===== config.mk =====
export PLATFORM = sky130hd
export DESIGN_NAME = vc_buffer_bank
export DESIGN_NICKNAME = d
export VERILOG_FILES = /design/src/rtl/noc_params_pkg.sv /design/src/rtl/vc_buffer_bank_slice.sv /design/src/rtl/vc_buffer_bank.sv
export SDC_FILE = /design/constraint.sdc
export NUM_CORES = 1
export LEC_CHECK = 0
export CAP_MARGIN = 20
export CORE_AREA = 2 2 124 126
export CTS_CLUSTER_DIAMETER = 60
export DETAILED_ROUTE_END_ITERATION = 10
export DIE_AREA = 0 0 126 128
export GPL_ROUTABILITY_DRIVEN = 0
export GPL_TIMING_DRIVEN = 1
export PLACE_DENSITY = 0.71
export SETUP_SLACK_MARGIN = 0.4
export SYNTH_ARGS = -nofsm -noshare
export SYNTH_HDL_FRONTEND = slang
export SYNTH_SLANG_ARGS = --single-unit
export TNS_END_PERCENT = 5

===== constraint.sdc =====
create_clock -name clk -period 4.36 [get_ports clk]
set_input_delay 0.872 -clock clk [delete_from_list [all_inputs] [get_ports clk]]
set_output_delay 0.872 -clock clk [all_outputs]
set_load 0.02 [all_outputs]

===== src/rtl/noc_params_pkg.sv =====
// Shared NoC types and constants: flit format, flit labels, per-VC packet state.
package noc_params;

  localparam int VC_NUM   = 2;
  localparam int VC_DEPTH = 4;
  localparam int PL_W     = 16;

  typedef enum logic [1:0] {
    HEAD     = 2'd0,
    BODY     = 2'd1,
    TAIL     = 2'd2,
    HEADTAIL = 2'd3
  } flit_label_t;

  typedef struct packed {
    flit_label_t       flit_label;
    logic [PL_W-1:0]   bt_pl;
  } flit_t;

  typedef enum logic {
    IDLE   = 1'b0,
    ACTIVE = 1'b1
  } vc_pkt_state_t;

  // Next packet state on an accepted write. HEAD in ACTIVE stays ACTIVE.
  function automatic vc_pkt_state_t pkt_next(vc_pkt_state_t s, flit_label_t l);
    case (l)
      HEAD:     pkt_next = ACTIVE;
      TAIL:     pkt_next = IDLE;
      HEADTAIL: pkt_next = IDLE;
      default:  pkt_next = s;
    endcase
  endfunction

  // Flit label that is illegal in the current packet state.
  function automatic logic pkt_violation(vc_pkt_state_t s, flit_label_t l);
    case (l)
      HEAD:    pkt_violation = (s == ACTIVE);
      BODY:    pkt_violation = (s == IDLE);
      TAIL:    pkt_violation = (s == IDLE);
      default: pkt_violation = 1'b0;
    endcase
  endfunction

endpackage


===== src/rtl/vc_buffer_bank_slice.sv =====
// Single-VC flit store: circular array, pointers, occupancy and packet FSM.
// The parent only asserts wr_en_i/rd_en_i for accepted operations.
// Optional VC_BUF_ERR_EN adds proto_err_o (protocol violation on this write).
module vc_fifo_slice
  import noc_params::*;
#(
  parameter int BUFFER_SIZE = VC_DEPTH,
  localparam int PTR_W = $clog2(BUFFER_SIZE),
  localparam int CNT_W = $clog2(BUFFER_SIZE + 1)
) (
  input  logic             clk,
  input  logic             rst,
  input  logic             wr_en_i,
  input  logic             rd_en_i,
  input  flit_t            data_i,
  output flit_t            head_o,
  output logic [CNT_W-1:0] count_o,
  output logic             full_o,
  output logic             empty_o,
  output logic             pkt_active_o
`ifdef VC_BUF_ERR_EN
  ,
  output logic             proto_err_o
`endif
);

  flit_t             mem [BUFFER_SIZE];
  logic [PTR_W-1:0]  wr_ptr_q, rd_ptr_q;
  logic [CNT_W-1:0]  count_q, count_d;
  vc_pkt_state_t     state_q;

  // Occupancy next state: simultaneous read+write cancels out.
  always_comb begin
    count_d = count_q;
    case ({wr_en_i, rd_en_i})
      2'b10:   count_d = count_q + CNT_W'(1);
      2'b01:   count_d = count_q - CNT_W'(1);
      default: count_d = count_q;
    endcase
  end

  // Pointers wrap naturally modulo BUFFER_SIZE.
  always_ff @(posedge clk or negedge rst) begin
    if (!rst) begin
      wr_ptr_q <= '0;
      rd_ptr_q <= '0;
      count_q  <= '0;
    end else begin
      if (wr_en_i) wr_ptr_q <= wr_ptr_q + PTR_W'(1);
      if (rd_en_i) rd_ptr_q <= rd_ptr_q + PTR_W'(1);
      count_q <= count_d;
    end
  end

  // Storage is not reset; only written on accepted writes.
  always_ff @(posedge clk) begin
    if (wr_en_i) mem[wr_ptr_q] <= data_i;
  end

  // Packet tracker, advanced only by accepted writes.
  always_ff @(posedge clk or negedge rst) begin
    if (!rst)         state_q <= IDLE;
    else if (wr_en_i) state_q <= pkt_next(state_q, data_i.flit_label);
  end

  assign head_o       = mem[rd_ptr_q];
  assign count_o      = count_q;
  assign full_o       = (count_q == CNT_W'(BUFFER_SIZE));
  assign empty_o      = (count_q == '0);
  assign pkt_active_o = (state_q == ACTIVE);

`ifdef VC_BUF_ERR_EN
  assign proto_err_o = wr_en_i && pkt_violation(state_q, data_i.flit_label);
`endif

endmodule


===== src/rtl/vc_buffer_bank.sv =====
// Multi-VC input buffer bank: shared write/read ports demuxed onto VC_NUM
// vc_fifo_slice instances, registered read data and one-cycle credit return.
// Optional feature macro VC_BUF_ERR_EN adds sticky err_o.
module vc_buffer_bank
  import noc_params::*;
#(
  parameter int VC_NUM      = noc_params::VC_NUM,
  parameter int BUFFER_SIZE = VC_DEPTH,
  localparam int VC_W  = $clog2(VC_NUM),
  localparam int CNT_W = $clog2(BUFFER_SIZE + 1)
) (
  input  logic                             clk,
  input  logic                             rst,
  input  flit_t                            data_i,
  input  logic                             write_i,
  input  logic [VC_W-1:0]                  write_vc_i,
  input  logic                             read_i,
  input  logic [VC_W-1:0]                  read_vc_i,
  output flit_t                            data_o,
  output flit_t [VC_NUM-1:0]               peek_o,
  output logic [VC_NUM-1:0]                is_full_o,
  output logic [VC_NUM-1:0]                is_empty_o,
  output logic [VC_NUM-1:0][CNT_W-1:0]     count_o,
  output logic [VC_NUM-1:0]                pkt_active_o,
  output logic                             credit_valid_o,
  output logic [VC_W-1:0]                  credit_vc_o
`ifdef VC_BUF_ERR_EN
  ,
  output logic                             err_o
`endif
);

  logic              rd_acc, wr_acc;
  logic [VC_NUM-1:0] wr_sel, rd_sel;
  flit_t             data_q;
  logic              credit_valid_q;
  logic [VC_W-1:0]   credit_vc_q;

  // Read needs data present; write needs room, or a same-VC read freeing a slot.
  assign rd_acc = read_i && !is_empty_o[read_vc_i];
  assign wr_acc = write_i &&
                  (!is_full_o[write_vc_i] || (rd_acc && (read_vc_i == write_vc_i)));

`ifdef VC_BUF_ERR_EN
  logic [VC_NUM-1:0] proto_err_w;
  logic              err_q;
`endif

  for (genvar g = 0; g < VC_NUM; g++) begin : g_vc
    assign wr_sel[g] = wr_acc && (write_vc_i == VC_W'(g));
    assign rd_sel[g] = rd_acc && (read_vc_i == VC_W'(g));

    vc_fifo_slice #(.BUFFER_SIZE(BUFFER_SIZE)) u_slice (
      .clk          (clk),
      .rst          (rst),
      .wr_en_i      (wr_sel[g]),
      .rd_en_i      (rd_sel[g]),
      .data_i       (data_i),
      .head_o       (peek_o[g]),
      .count_o      (count_o[g]),
      .full_o       (is_full_o[g]),
      .empty_o      (is_empty_o[g]),
      .pkt_active_o (pkt_active_o[g])
`ifdef VC_BUF_ERR_EN
      ,
      .proto_err_o  (proto_err_w[g])
`endif
    );
  end

  // Registered dequeue data and credit pulse; credit VC holds when idle.
  always_ff @(posedge clk or negedge rst) begin
    if (!rst) begin
      data_q         <= '0;
      credit_valid_q <= 1'b0;
      credit_vc_q    <= '0;
    end else begin
      credit_valid_q <= rd_acc;
      if (rd_acc) begin
        data_q      <= peek_o[read_vc_i];
        credit_vc_q <= read_vc_i;
      end
    end
  end

  assign data_o         = data_q;
  assign credit_valid_o = credit_valid_q;
  assign credit_vc_o    = credit_vc_q;

`ifdef VC_BUF_ERR_EN
  // Sticky error: full-drop, empty read, or packet protocol violation.
  always_ff @(posedge clk or negedge rst) begin
    if (!rst) err_q <= 1'b0;
    else if ((write_i && !wr_acc) || (read_i && !rd_acc) || (|proto_err_w))
      err_q <= 1'b1;
  end
  assign err_o = err_q;
`endif

endmodule


==> out/qor.yml, run 1 <==
drtAntennaViolNets: 0
cts_hold_buf: 0
cts.htree.levels: 4
whs_ps: 535
max_cap_viol_count: 0
wirelength_mm: 14.6
synthTopCellsByArea: "edfxtp_1, dfrtp_1, mux4_2"
peakVddDrop_mv: 0.334
insertion_delay_ps: 430
worst_clock_skew_ps: 8.73
tightest_slew_ps: 1030
ys_types: 33
drive_above_1_share_pct: 22.5
start_util_pct: 47.6
clkTransAtPathRegs_ps: 60
rsz0062_at_grt: "false"
status: "complete, no violations"
grt_max_degree: 37
cp_slowest_cell: "mux4_2"
drc_errors: 0
synth-compound-area-share_pct: 4.26
mappedNetlistNets: 386
vias_per_cell: 5.60
slew_violations: 0
fin_cells: 651
synthCells: 350
fin_nets: 486
p_leak_nw: 3.05
synth-adder-area-share_pct: 2.33
slew_headroom_pct: 31.4
hold_viol_final: 0
seq_area_frac_synth_pct: 73.8
syn-mean-instance-area_sq_um: 20.2
port_buffers: 91
finalSetupTns_ps: 0
ys.flop_type: "edfxtp_1"
dr.pass1.iters: 4
cts.path.max_buffers: 2
grt_pass1_vias: 3873
yosysTopAreaCellShare_pct: 61.1
cts_resized: 0
placedCellCount: 619
cts-root-buf: "clkbuf_16"
path_max_fanout: 15
ys_warn_count: 0
cts_tree: "done"
fin_crit_ps: 3390
die_h_um: 128
async_reset_ff_share_pct: 20.0
post-route-period-util_pct: 77.6
fp.dieW_um: 126
area.growth.synth_to_final_pct: 25.1
post_cts_buffers: 0
syn_area_sq_mm: 0.00708
wl_per_cell_um: 22.4
clkSinkCount: 180
synth-xor-area-share_pct: 1.48
fmax_ghz: 0.295
synthMuxAreaShare_pct: 11.9
synth-edff-count: 144
diodes: 0
drtIter0Drc: 279
yosysMostFrequentCell: "edfxtp_1"
yosys_register_bits: 180
p_per_area_mw_per_mm2: 726
crit_type: "reg2out"
globalRoute.totalOverflow: 0
vias: 3644
ys_top_cells_by_count: "edfxtp_1, dfrtp_1, mux4_2, o221a_2, or3_1"
path_cells: "buf_4, mux4_2, clkdlybuf4s50_1"
core.rowCount: 45
arrival_ps: 2510
hold_path.class: "reg2reg"
die_area_sq_mm: 0.0161
synth-simple-area-share_pct: 3.61
core_area_sq_mm: 0.0149
antenna_found_initial: 0
cp.required_ps: 3490
synth_top_family_by_area: "multiplexers"
crit_path_end_kind: "output pin"
yosysTopAreaCell: "edfxtp_1"
cts_buffers: 17
startpoint_type: "register"
cpPeakStageDelay_ps: 600
dp_hpwl_mm: 9.11
track_usage_pct: 19.2
setup_violations: 0
grt_pass1_wl_mm: 22.5
io_pins: 92
## state kept, by name, indices dropped and copies added (netlist names)
signal and cells:
g_vc.u_slice.pkt_active_o 2, g_vc.u_slice.wr_ptr_q 4, g_vc.u_slice.rd_ptr_q 4, credit_valid_o 1
data_o 18, g_vc.u_slice.count_o 6, credit_vc_o 1, g_vc.u_slice.mem 144
## stage by stage
| step | util [%] | area (sq um) | total power [W] | setup WS [ps] |
|---|---|---|---|---|
| after floorplan | - | 7080 | 0.00378 | 1780 |
| after global placement | 55.1 | 8190 | 0.00475 | 1210 |
| after detailed placement | 55.1 | 8190 | 0.00480 | 1130 |
| after CTS | 59.6 | 8850 | 0.00649 | 927 |
| after global routing | 59.6 | 8850 | 0.00671 | 840 |
| final | 59.6 | 8850 | 0.00643 | 975 |
## area by class of cell
type	count	area [sq um]
repair buffers	102	988
multi-input cells	134	1690
inverters	15	56.3
well taps	188	235
clock inverters	14	231
flip-flops and latches	180	5230
fillers	1106	6010
clock buffers	18	429
## power breakdown
part | total, W | switching (W) | internal, W
Sequential | 0.00243 | 0.000258 | 0.00218
Combinational | 0.00230 | 0.00116 | 0.00114
Clock | 0.00169 | 0.000622 | 0.00107
Total | 0.00643 | 0.00204 | 0.00439
## layout by cell type (no fill, tap or decap), types with 2 or more instances in the layout
cell type / instances
clkbuf_16: 17
xnor2_1: 7
o21ai_0: 3
ha_1: 10
fa_1: 2
a2bb2oi_1: 2
mux2_1: 2
and2_1: 8
nand2_1: 5
buf_4: 11
mux4_2: 36
edfxtp_1: 144
inv_1: 14
or3_1: 18
dfrtp_1: 36
nor3b_2: 2
a211oi_1: 2
clkinvlp_4: 2
a21oi_2: 2
xor2_1: 5
nor2_1: 2
nand2b_1: 2
clkdlybuf4s50_1: 90
bufinv_16: 6
clkinv_2: 3
o221a_2: 18
## final timing paths
check                                                         from                                endpoint  slack, ps  cells past startpoint
max                        g_vc[1].u_slice.rd_ptr_q[0]$_DFFE_PN0P_                              peek_o[33]        970                      3
min in group asynchronous                                      rst                  data_o[11]$_DFFE_PN0N_        580                      1
min                                        credit_vc_o$_DFFE_PN0N_                 credit_vc_o$_DFFE_PN0N_        540                      2
max in group asynchronous                                      rst                   data_o[0]$_DFFE_PN0N_       3210                      1
max reg2reg                 g_vc[0].u_slice.count_o[1]$_DFFE_PN0P_  g_vc[0].u_slice.count_o[1]$_DFFE_PN0P_       2060                      7
min reg2reg                                credit_vc_o$_DFFE_PN0N_                 credit_vc_o$_DFFE_PN0N_        540                      2
## worst max-delay path: cells and delay by family, from the launching register on
family,cells,cell delay (ps)
buffers and inverters,2,960
muxes,1,600
DFF,1,530
## cell families after synthesis
logic type | after synthesis
xor gates and xnor gates | 12
and+or+nand+nor | 41
adders and majority gates | 12
DFF | 180
AOI/OAI and AO/OA | 30
muxes | 39
buffers and inverters | 36
## metal layers
layer | wire (um) | GRT usage [%] | vias up
li1 | - | - | 1597
met1 | 6080 | 26.2 | 1893
met2 | 7390 | 30.9 | 138
met3 | 856 | 4.26 | 16
met4 | 253 | 7.05 | 0
met5 | 0 | 0 | -
Power figures use the tool's default switching activity.
==> inputs of run 2 (changes only) <==
--- a/config.mk
+++ b/config.mk
@@ -12,7 +12,7 @@
 export DIE_AREA = 0 0 126 128
 export GPL_ROUTABILITY_DRIVEN = 0
 export GPL_TIMING_DRIVEN = 1
-export PLACE_DENSITY = 0.71
+export PLACE_DENSITY = 0.74
 export SETUP_SLACK_MARGIN = 0.4
 export SYNTH_ARGS = -nofsm -noshare
 export SYNTH_HDL_FRONTEND = slang
==> constraint.sdc (replaced) <==
create_clock -name clk -period 2.92 [get_ports clk]
set_input_delay 0.584 -clock clk [delete_from_list [all_inputs] [get_ports clk]]
set_output_delay 0.584 -clock clk [all_outputs]
set_load 0.02 [all_outputs]
==> out/qor.yml, run 2 (same netlist as run 1, synthesis figures left out) <==
hold_viol_final: 0  # unchanged
tightest_slew_ps: 949  # -79.2 ps
cell_internal_pwr_w: 0.00617  # +41%
grt_max_degree: 37  # unchanged
cts-root-buf: "clkbuf_16"
dp_slack_ps: 169  # -965 ps
p_switching_w: 0.00309  # +52%
status: "complete, no violations"
drtAntennaViolNets: 0  # unchanged
dr.pass1.iters: 4  # unchanged
port_buffers: 91  # unchanged
p_per_area_mw_per_mm2: 1040  # +43%
mostFrequentLayoutCell: "edfxtp_1"
share_seq_of_total_power_pct: 38.5  # +0.6 points
insertion_delay_ps: 430  # about the same
finalSetupTns_ps: 0  # unchanged
p_leak_nw: 3.17  # +4.0%
arrival_ps: 2010  # -500 ps
antenna_found_initial: 1  # +1
drtIter0Drc: 311  # +11%
vias: 3757  # +3.1%
fmax_ghz: 0.385
hold_path.class: "in2async"
grt_pass1_vias: 4066  # +5.0%
cts.path.max_buffers: 2  # unchanged
slew_headroom_pct: 36.7  # +5.3 points
die_area_sq_mm: 0.0161  # unchanged
cts_tree: "done"
crit_type: "reg2out"
clkTransAtPathRegs_ps: 60  # about the same
max_cap_viol_count: 0  # unchanged
grt_pass1_wl_mm: 23.7  # +5.3%
io_pins: 92  # unchanged
cts_buffers: 17  # unchanged
diodes: 0  # unchanged
cts.htree.levels: 4  # unchanged
comb_power_share_pct: 37.8  # +2.0 points
area.growth.synth_to_final_pct: 25.9
drive_above_1_share_pct: 25.3  # +2.8 points
post-route-period-util_pct: 88.9
sw_frac_of_total_pct: 33.3  # +1.7 points
start_util_pct: 47.6  # unchanged
fin_nets: 502  # +3.3%
setup_ws_ps: 323  # -652 ps
peakVddDrop_mv: 0.533  # +60%
slew_violations: 0  # unchanged
globalRoute.totalOverflow: 0  # unchanged
startpoint_type: "register"
dp_hpwl_mm: 9.82  # +7.8%
core.rowCount: 45  # unchanged
track_usage_pct: 20.3  # +1.1 points
pwr-share-clk_pct: 23.7  # -2.6 points
vias_per_cell: 5.63  # +0.63%
setup_violations: 0  # unchanged
die_h_um: 128  # unchanged
drc_errors: 0  # unchanged
fp.dieW_um: 126  # unchanged
path_max_fanout: 5  # -10
core_area_sq_mm: 0.0149  # unchanged
final_cell_mix: "edfxtp_1, clkdlybuf4s50_1, mux4_2"
cts_hold_buf: 0  # unchanged
wirelength_mm: 15.3  # +5.0%
worst_clock_skew_ps: 8.66  # -0.0694 ps
crit_path_end_kind: "output pin"
largest_reg_flops: 144  # unchanged
rsz0062_at_grt: "true"
clkSinkCount: 180  # unchanged
fin_crit_ps: 2600
largest-register: "g_vc.u_slice.mem"
wl_per_cell_um: 22.9  # +2.5%
cp.required_ps: 2340  # -1150 ps
-- run 2: changes by cell type in the layout (fill, tap and decap cells not counted), sizes merged --
cell           delta
clkbuf            +6
clkinv            +1
buf              +16
bufinv            -5
dlygate4sd2      +34
dlymetal6s2s      +1
inv               -1
clkinvlp          -1
clkdlybuf4s50    -35
-- run 2: layout make-up --
type,instances,area [sq um]
Sequential cell,180,5230
Multi-Input combinational cell,134,1690
Inverter,15,56.3
Timing Repair Buffer,118,1130
Fill cell,1093,5950
Clock inverter,8,75.1
Tap cell,188,235
Clock buffer,24,503
-- run 2: power by group through the flow --
stage	Clock [W]	Sequential, W	Combinational [W]
finish	0.00219	0.00356	0.00350
floorplan	0	0.00371	0.00194
global placement	0	0.00360	0.00361
global route	0.00233	0.00361	0.00373
CTS	0.00222	0.00356	0.00353
detailed placement	0	0.00363	0.00368
-- run 2: layer usage --
metal	GRT usage [%]	part of all wire, %	vias up
met5	0	0.072	-
li1	-	-	1632
met2	34.0	52	148
met4	8.47	2.3	2
met3	4.80	6.2	32
met1	25.6	40	1943
-- run 2: critical path: stages (launching register included) --
cell,delay (ps)
dfrtp_2,470
mux4_2,570
clkdlybuf4s50_1,560
-- run 2: worst paths after layout --
kind | startpoint | to | slack, ps | depth (start not counted)
setup / recovery | g_vc[1].u_slice.rd_ptr_q[0]$_DFFE_PN0P_ | peek_o[32] | 320 | 2
min in group clk | data_o[0]$_DFFE_PN0N_ | data_o[0]$_DFFE_PN0N_ | 550 | 1
hold / removal | rst | data_o[3]$_DFFE_PN0N_ | 270 | 1
hold reg to reg | data_o[0]$_DFFE_PN0N_ | data_o[0]$_DFFE_PN0N_ | 550 | 1
setup reg to reg | g_vc[1].u_slice.count_o[2]$_DFFE_PN0P_ | g_vc[1].u_slice.count_o[2]$_DFFE_PN0P_ | 800 | 9
max in group asynchronous | rst | g_vc[1].u_slice.rd_ptr_q[0]$_DFFE_PN0P_ | 2050 | 1
-- run 2: what timing repair did --
action | in CTS | in global routing
setup buffers | 1 | 1
setup endpoints to repair | 37 | 38
endpoints found under the hold margin | 0 | 0
resized for setup | 36 | 4
-- run 2: metrics by stage --
step	total power [W]	cell area (sq um)	std cells	util (%)	hold WS, ps
after floorplan	0.00565	7080	350	-	288
final	0.00926	8910	667	59.9	269
after detailed placement	0.00731	8340	633	56.1	536
after global routing	0.00967	8910	667	59.9	340
after global placement	0.00721	8340	633	56.1	502
after CTS	0.00931	8890	666	59.8	284
==> inputs of run 3 (changes only) <==
--- a/config.mk
+++ b/config.mk
@@ -13,6 +13,7 @@
 export GPL_ROUTABILITY_DRIVEN = 0
 export GPL_TIMING_DRIVEN = 1
 export PLACE_DENSITY = 0.74
+export REMOVE_ABC_BUFFERS = 1
 export SETUP_SLACK_MARGIN = 0.4
 export SYNTH_ARGS = -nofsm -noshare
 export SYNTH_HDL_FRONTEND = slang
==> out/qor.yml, run 3 (same netlist as run 1, synthesis figures left out) <==
core_area_sq_mm: 0.0149  # unchanged
cts.htree.levels: 4  # unchanged
wirelength_mm: 14.3  # -6.8%
cts.path.max_buffers: 2  # unchanged
largest_reg_flops: 144  # unchanged
wl_per_cell_um: 21.2  # -7.5%
track_usage_pct: 18.6  # -1.6 points
grt_pass1_wl_mm: 21.8  # -8.2%
die_area_sq_mm: 0.0161  # unchanged
worst_clock_skew_ps: 5.78  # -2.88 ps
cp.required_ps: 2340  # about the same
peakVddDrop_mv: 0.550  # +3.2%
clkSinkCount: 180  # unchanged
antenna_found_initial: 0  # -1
globalRoute.totalOverflow: 0  # unchanged
hold_viol_final: 0  # unchanged
path_max_fanout: 10  # +5
drtIter0Drc: 303  # -2.6%
slew_violations: 0  # unchanged
core.rowCount: 45  # unchanged
hold_path.class: "in2async"
p_leak_nw: 3.12  # -1.6%
total_power_w: 0.00905  # -2.2%
cts_tree: "done"
grt_pass1_vias: 3846  # -5.4%
slew_headroom_pct: 34.9  # -1.8 points
rsz0062_at_grt: "true"
setup_ws_ps: 223  # -100 ps
arrival_ps: 2110  # +100 ps
m1WireLength_mm: 5.77  # -5.4%
largest-register: "g_vc.u_slice.mem"
die_h_um: 128  # unchanged
io_pins: 92  # unchanged
crit_type: "reg2out"
met2_length_mm: 7.21  # -8.8%
placedCellCount: 638  # +0.79%
dp_slack_ps: 213  # +43.9 ps
fin_crit_ps: 2700  # +100 ps
crit_path_end_kind: "output pin"
cts_hold_buf: 0  # unchanged
vias_per_cell: 5.54  # -1.6%
max_cap_viol_count: 0  # unchanged
status: "complete, no violations"
startpoint_type: "register"
p_per_area_mw_per_mm2: 1020  # -1.7%
insertion_delay_ps: 430  # about the same
vias: 3725  # -0.85%
drc_errors: 0  # unchanged
finalSetupTns_ps: 0  # unchanged
diodes: 0  # unchanged
fin_nets: 507  # +1.0%
routed.top_layer: "met4"
clkTransAtPathRegs_ps: 60  # about the same
post-route-period-util_pct: 92.4  # +3.4 points
port_buffers: 91  # unchanged
dr.pass1.iters: 5  # +1
fmax_ghz: 0.371  # -3.7%
fp.dieW_um: 126  # unchanged
fin_cells: 672  # +0.75%
met3_length_um: 832  # -12%
start_util_pct: 47.6  # unchanged
grt_max_degree: 37  # unchanged
setup_violations: 0  # unchanged
dp_hpwl_mm: 9.59  # -2.4%
cts-root-buf: "clkbuf_16"
nFillCells: 1115  # +2.0%
area.growth.synth_to_final_pct: 25.2
cts_buffers: 17  # unchanged
tightest_slew_ps: 976  # +26.8 ps
drive_above_1_share_pct: 24.8  # -0.47 points
mostFrequentLayoutCell: "edfxtp_1"
final_cell_mix: "edfxtp_1, clkdlybuf4s50_1, mux4_2"
drtAntennaViolNets: 0  # unchanged
## run 3: through the flow
step / hold slack (ps) / instance area (sq um) / util (%)
after CTS: 290 / 8850 / 59.5
after detailed placement: 537 / 8330 / 56.1
after floorplan: 288 / 6950 / -
final: 268 / 8860 / 59.6
after global placement: 499 / 8330 / 56.1
after global routing: 337 / 8860 / 59.6
## run 3: repair_timing
action,CTS,global route
pin swaps,0,1
resized for setup,27,0
endpoints found under the setup margin,37,39
setup buffers,0,2
## run 3: area by class of cell
cell class                      instances  area (sq um)  area share [%]
Sequential cell                       180          5230            59.0
Multi-Input combinational cell        134          1690            19.0
Timing Repair Buffer                  123          1130            12.8
Clock buffer                           19           433            4.88
Tap cell                              188           235            2.65
Clock inverter                         13          92.6            1.04
Inverter                               15          56.3           0.635
## run 3: path summary, 6_finish.rpt
path | start | endpoint | slack (ps) | cells past startpoint
worst max register to register | g_vc[0].u_slice.count_o[0]$_DFFE_PN0P_ | g_vc[0].u_slice.count_o[2]$_DFFE_PN0P_ | 780 | 10
worst max-delay path | g_vc[1].u_slice.rd_ptr_q[0]$_DFFE_PN0P_ | peek_o[35] | 220 | 3
max in group asynchronous | rst | g_vc[0].u_slice.rd_ptr_q[1]$_DFFE_PN0P_ | 2050 | 1
worst min-delay path | rst | credit_vc_o$_DFFE_PN0N_ | 270 | 1
worst min register to register | credit_vc_o$_DFFE_PN0N_ | credit_vc_o$_DFFE_PN0N_ | 540 | 2
min in group clk | credit_vc_o$_DFFE_PN0N_ | credit_vc_o$_DFFE_PN0N_ | 540 | 2
## run 3: routing by layer
layer,track usage [%],vias to the layer above
met4,8.66,0
met2,30.2,124
met5,0,-
met3,5.05,24
li1,-,1636
met1,23.6,1941
## run 3: worst max-delay path: stages (launching register included)
cell,delay [ps]
dfrtp_1,380
buf_6,210
mux4_2,540
clkdlybuf4s50_1,550
## run 3: power by group
part	total, W	internal [W]	switching [W]	leakage, nW
Combinational	0.00348	0.00167	0.00180	1.16
Sequential	0.00355	0.00325	0.000303	1.72
Clock	0.00203	0.00115	0.000877	0.244
Total	0.00905	0.00607	0.00298	3.12
